### src/rtl/ram_io_controller.sv
// Multi-cycle RAM/I-O controller: programmable wait states, busy/ready handshake,
// error flag for unmapped accesses, registered read-data mux.
`default_nettype none

module ram_io_controller #(
  parameter int DATA_W      = 16,
  parameter int ADDR_W      = 9,
  parameter int RAM_AW      = 8,
  parameter int WAIT_CYCLES = 1,
  parameter logic [ADDR_W-1:0] IO_LED_ADDR = 9'h100,
  parameter logic [ADDR_W-1:0] IO_SW_ADDR  = 9'h140
) (
  input  logic              clk,
  input  logic              reset_n,
  input  logic [1:0]        mem_cmd,
  input  logic [ADDR_W-1:0] mem_addr,
  input  logic [DATA_W-1:0] write_data,
  input  logic [DATA_W-1:0] sw_in,
  output logic [DATA_W-1:0] read_data,
  output logic [DATA_W-1:0] led_out,
  output logic              mem_busy,
  output logic              mem_ready,
  output logic              mem_err,
  output logic [1:0]        state_dbg
);

  // Handshake: a command is accepted only at an edge where the block is idle
  // (mem_busy=0) and mem_cmd is MREAD/MWRITE; the access completes with a single
  // mem_ready pulse, during which mem_err and (for reads) read_data are valid.
  localparam logic [1:0] S_IDLE   = 2'd0;
  localparam logic [1:0] S_WAIT   = 2'd1;
  localparam logic [1:0] S_ACCESS = 2'd2;
  localparam logic [1:0] S_RESP   = 2'd3;

  localparam logic [1:0] CMD_READ  = 2'b01;
  localparam logic [1:0] CMD_WRITE = 2'b10;

  localparam logic [3:0] WAIT_LOAD = 4'((WAIT_CYCLES > 0) ? WAIT_CYCLES - 1 : 0);

  logic [1:0]        state;
  logic [3:0]        wait_cnt;
  logic              is_write_q;
  logic [ADDR_W-1:0] addr_q;
  logic [DATA_W-1:0] wdata_q;
  logic              err_q;

  logic [DATA_W-1:0] ram [2**RAM_AW];

  logic              accept;
  logic              sel_ram;
  logic              sel_led;
  logic              sel_sw;
  logic [RAM_AW-1:0] ram_idx;
  logic              access_err;

  assign accept  = (state == S_IDLE) && ((mem_cmd == CMD_READ) || (mem_cmd == CMD_WRITE));
  assign sel_ram = ~addr_q[ADDR_W-1];
  assign sel_led = (addr_q == IO_LED_ADDR);
  assign sel_sw  = (addr_q == IO_SW_ADDR);
  assign ram_idx = addr_q[RAM_AW-1:0];

  // The switch port is read-only, so only a write to it is an error.
  always_comb begin
    access_err = 1'b1;
    if (sel_ram || sel_led) begin
      access_err = 1'b0;
    end else if (sel_sw) begin
      access_err = is_write_q;
    end
  end

  always_ff @(posedge clk) begin
    if (!reset_n) begin
      state      <= S_IDLE;
      wait_cnt   <= '0;
      is_write_q <= 1'b0;
      addr_q     <= '0;
      wdata_q    <= '0;
      err_q      <= 1'b0;
      read_data  <= '0;
      led_out    <= '0;
    end else begin
      case (state)
        S_IDLE: begin
          if (accept) begin
            is_write_q <= (mem_cmd == CMD_WRITE);
            addr_q     <= mem_addr;
            wdata_q    <= write_data;
            wait_cnt   <= WAIT_LOAD;
            if (WAIT_CYCLES > 0) state <= S_WAIT;
            else                 state <= S_ACCESS;
          end
        end
        S_WAIT: begin
          if (wait_cnt == 4'd0) state <= S_ACCESS;
          else                  wait_cnt <= wait_cnt - 4'd1;
        end
        S_ACCESS: begin
          state <= S_RESP;
          err_q <= access_err;
          if (is_write_q) begin
            if (!sel_ram && sel_led) led_out <= wdata_q;
          end else begin
            if (sel_ram)      read_data <= ram[ram_idx];
            else if (sel_led) read_data <= led_out;
            else if (sel_sw)  read_data <= sw_in;
            else              read_data <= '0;
          end
        end
        default: begin
          state <= S_IDLE;
          err_q <= 1'b0;
        end
      endcase
    end
  end

  // RAM has no reset; a write whose closing edge sees reset_n=0 is dropped.
  always_ff @(posedge clk) begin
    if (reset_n && (state == S_ACCESS) && is_write_q && sel_ram) begin
      ram[ram_idx] <= wdata_q;
    end
  end

  assign mem_busy  = (state != S_IDLE);
  assign mem_ready = (state == S_RESP);
  assign mem_err   = err_q;
  assign state_dbg = state;

endmodule

`default_nettype wire
### config.mk
export PLATFORM = sky130hd
export DESIGN_NAME = ram_io_controller
export DESIGN_NICKNAME = d
export VERILOG_FILES = /design/src/rtl/ram_io_controller.sv
export SDC_FILE = /design/constraint.sdc
export NUM_CORES = 2
export LEC_CHECK = 0
export ABC_AREA = 0
export BUFFER_PORTS_ARGS = -buffer_cell sky130_fd_sc_hd__clkbuf_2
export CAP_MARGIN = 20
export CORE_UTILIZATION = 60
export CTS_CLUSTER_SIZE = 20
export DETAILED_ROUTE_END_ITERATION = 10
export PLACE_DENSITY = 0.76
export SETUP_SLACK_MARGIN = 0.05
export SYNTH_ARGS = -nofsm -noshare
export SYNTH_HDL_FRONTEND = slang
export SYNTH_SLANG_ARGS = --single-unit
### constraint.sdc
create_clock -name clk -period 9.3 [get_ports clk]
set_clock_uncertainty 0.2 [all_clocks]
set_input_delay 0.93 -clock clk [delete_from_list [all_inputs] [get_ports clk]]
set_output_delay 0.93 -clock clk [all_outputs]
set_load 0.02 [all_outputs]
# --- Word level (Yosys, flattened, before mapping) ---
# Memories as Yosys holds them, arrays and structs flattened. A register that Yosys moved wholly into a read port is not among the register bits.
# Cells that the tools add are included.
classes:
  add_sub_neg: 1
  eq_ne: 10
  n_mux: 16
  bitwise: 2
  n_reduce_logical: 17
op_table:
  columns: ["cell", "n"]
  rows:
  - ["two-way mux 16 bit", 3]
  - ["== test 9 bit, second input constant", 2]
  - ["two-way mux 8 bit", 2]
  - ["two-way mux 4 bit", 2]
  - ["case mux 4 bit (2 select lines)", 1]
  - ["== test 2 bit, second input constant", 3]
  - ["inequality test 2 bit, second input constant", 3]
  - ["case mux 2 bit (3 select lines)", 1]
  - ["AND reduction 2 bit", 3]
  - ["AND reduction 3 bit", 2]
  - ["logical AND 1 bit", 5]
  - ["== test 2 x 1 -> 1 bit, second input constant", 2]
  - ["logical NOT 4 bit", 1]
  - ["two-way mux 1 bit", 4]
  - ["two-way mux 2 bit", 2]
  - ["nonzero test 2 bit", 2]
  - ["subtractor 4 x 1 -> 4 bit, second input constant", 1]
  - ["logical NOT 2 bit", 1]
  - ["logical OR 1 bit", 2]
  - ["NOT 1 bit", 2]
  - ["case mux 1 bit (2 select lines)", 1]
  - ["OR reduction 2 bit", 1]
word_totals:
  reg_bits: 65
  ramBits: 4096
  in_bits: 45
  output_inout_bits: 37
  wordCells: 55
  mem_count: 1
mem_list:
  columns: ["name", "depth", "width", "read_ports", "rd_ports_with_merged_regs", "wr", "line_no", "rtl"]
  rows:
  - ["ram", 256, 16, 1, 1, 1, "47", "logic [DATA_W-1:0] ram [2**RAM_AW];"]

# --- Longest topological paths before layout ---
logic_depth:
  word_depth: 6
  ltp_mapped: 14
  ltp_nobuf: 8

# --- Worst setup path after synthesis ---
# Ideal clock, no wire load.
synth_timing:
  kind: "register to register"
  startpoint: "register wdata_q[0]"
  endpoint: "memory ram[0][0], data pin"
  setup_ps: 859
  arrival_ps: 3412
  t_required_ps: 8241
  setup_slack_ps: 4829
  stages_incl_launch_ff: 1
  n_path_buf: 0
  period_less_slack_ps: 4471
  cell_sequence: "dfxtp_1"
synth_rtl:
  columns: ["item", "line_no", "rtl"]
  rows:
  - ["start: declaration", "44", "logic [DATA_W-1:0] wdata_q;"]
  - ["start signal: assignment", "88", "wdata_q <= write_data;"]
  - ["end: declaration", "47", null]
# No word-level cell before the write port.

==> flow_summary.toml <==
[outcome]
status = "finished clean"

[clocking]
cts_setup_buffers = 0
clk_pin_slew_worst_paths_ns = 0.06
cts-root-buf = "clkbuf_16"
cts_sinks = 4169
max-clock-path-buffers = 4
cts_tree = "yes"
hold_buffers = 0
clkLatencyLatePin_ns = 0.95
numCtsBuffers = 396
h-tree-depth = 5
ctsResizeCount = 0

[placement]
hpwl_um = 263000
dpl_worst_slack_ns = 4.21
place.port_buffers = 81
place_congestion = 0.929
placed_cells = 11100

[timing]
fin_setup_tns_ns = 0
slew_viol_final = 0
max-slew-margin-rel_pct = 14.2
post-route-period-util_pct = 59.0
setup_slack_ns = 3.82
hold_viol_final = 0
fmax_mhz = 182
finalSetupViolations = 0
min_period_ns = 5.48
rsz0062_at_grt = "false"
worst_slew_pin_slew_ns = 1.28

[floorplan]
num_rows = 190
io-pin-count = 82
core_area_sq_um = 268000
die_y_um = 521
dieArea_sq_um = 271000
start_util_pct = 60.3
die_x_um = 521

[setup_path]
slowest_stage = "nor4_1"
path_cells = "buf_4 -> buf_4 -> mux4_2 -> a22oi_1 -> a21oi_1 -> nor4_1 -> nor4_1 -> a211oi_2 -> a21oi_1"
crit_type = "flop to flop"
worst-path-buf-inv = 2
reg2reg_depth = 9
cp.arrival_ns = 6.08
cp-start-kind = "flop"
worstPathRequired_ns = 9.89
crit_family = "simple AND/OR/NAND/NOR gates"
r2r_slack_ns = 3.82
r2r-end = "read_data[5]"
worstPathMaxFanout = 68
crit_path_max_incr_delay_ns = 1.07
critPathCaptureType = "flop"

[synthesis]
syn_area_per_cell_sq_um = 21.5
syn-num-nets = 7558
yosysWarnings = 0
synth-seq-cells = 4169
synth_cell_type_count = 84
synth_area_leader_cell = "edfxtp_1"
synth_edf_count = 4096
synth_common_cells = "4096 x edfxtp_1, 868 x mux4_2, 435 x mux2i_1"
yosys.area.top_type_share_pct = 76.1
async_flop_share_pct = 0
synth_top_flop_cell = "edfxtp_1"
synthTopCellsByArea = "edfxtp_1 76%, mux4_2 12%, mux2i_1 2.7%"
syn_area_sq_um = 162000
yosysSeqAreaShare_pct = 77.0
synth.most_common_cell = "edfxtp_1"
synthCells = 7506

[global_routing]
gr-total-overflow = 0
grt_max_degree = 209
antenna_found_initial = 17
grt_pass1_wl_um = 632000
track_usage_pct = 33.5
grt_pass1_vias = 83500

[worst_hold_path]
min_to = "wdata_q[13]"
hold_start = "write_data[13]"
holdPathStages = 3
hp-class = "input pin to flop"

[detailed_routing]
wl_per_cell_um = 38.3
vias = 84700
drt-pass1-iter-count = 8
initialDrtViolationCount = 14300
routed_wirelength_um = 455000
viasPerCell = 7.14
drtAntennaViolNets = 0
drc = 0

[layout]
syn_to_final_growth_pct = 11.2
drive_above_1_share_pct = 24.8
nets = 8027
fin_cells = 11900

[power]
ir_worst_vdd_uv = 250
power_mw = 44.7
p_leak_nw = 56.2
cellPowerDensity_nw_per_um2 = 248

[job]
cap_violations = 0
through the flow:
step	hold slack (ns)	util, %	cell area [sq um]
after global routing	0.0277	67.1	180000
after floorplan	0.268	-	162000
after global placement	0.267	62.2	167000
after detailed placement	0.282	62.3	167000
after CTS	0.00721	67.0	180000
final	0.0222	67.1	180000
cells in the final DEF (no fill, tap or decap), types with 24 or more instances in the layout:
cell type  Yosys  final
a21oi_1      122    122
nor2_1       325    269
clkinv_1       2     90
clkbuf_2       1     81
o21ai_0       74     73
dfxtp_1       73     50
mux2i_1      435    435
a31oi_1       25     25
o22ai_1      150    150
nand2_1      202    201
bufinv_16      0     41
mux4_2       868    868
nand3_1       42     42
clkinv_2       0     60
nor2_2         0     55
clkbuf_1     143     91
a22o_1        24     24
a21boi_0      45     45
clkbuf_16      0    401
o221ai_1     112    112
buf_4         52    391
a22oi_1       71     71
edfxtp_1    4096   4096
nor3_1        42     41
power by group:
group          internal, mW  switching, mW
clock                  9.12           6.91
sequential             21.5          0.414
combinational          2.19           4.51
sequential cells by signal, summed over array words and instances, names as in the netlist, named ones only:
name	cells
ram	4096
led_out	16
read_data	16
wdata_q	16
addr_q	9
wait_cnt	4
state_dbg	2
is_write_q	1
mem_err	1
routing by layer:
| metal | track usage (%) | share of wire (%) | up-vias | routed length, um |
|---|---|---|---|---|
| li1 | - | - | 32600 | - |
| met1 | 43.3 | 33 | 43500 | 149000 |
| met2 | 51.1 | 46 | 7245 | 210000 |
| met3 | 8.09 | 13 | 1381 | 58900 |
| met4 | 22.9 | 8.2 | 16 | 37100 |
| met5 | 0 | 0.020 | - | 92 |
tightest hold or removal path: cells and delay by family:
kind | cells | cell delay (ns)
AOI/OAI and AO/OA | 1 | 0.07
buffers and inverters | 1 | 0.08
and+or+nand+nor | 1 | 0.05
cells by family (layout without fill, tap and decap cells):
group                      Yosys count  count (layout)  synth area share (%)
AOI/OAI and AO/OA                  797             797                  3.49
xor gates and xnor gates             3               3                0.0163
adders and majority gates            7               7                0.0542
buffers and inverters              455            1249                  2.13
DFF                               4169            4169                  77.0
muxes                             1340            1340                  15.3
other                                0              10                     0
and+or+nand+nor                    735             735                  2.02
layout make-up:
type	instances	area, sq um
clock buffers	498	10500
well taps	3552	4440
multi-input cells	2882	33900
fillers	15900	88200
inverters	14	62.6
diodes	10	25.0
flip-flops and latches	4169	125000
clock inverters	225	2270
repair buffers	512	4020
worst max-delay path by stage:
| stage | to | slack [ns] | depth (start not counted) |
|---|---|---|---|
| global placement | read_data[10] | 3.90 | 7 |
| CTS | read_data[5] | 4.13 | 9 |
| finish | read_data[5] | 3.82 | 9 |
| floorplan | ram[0][0] | 4.83 | 0 |
| global route | read_data[5] | 3.93 | 9 |
| detailed placement | read_data[5] | 4.21 | 9 |
Power figures use the tool's default switching activity.
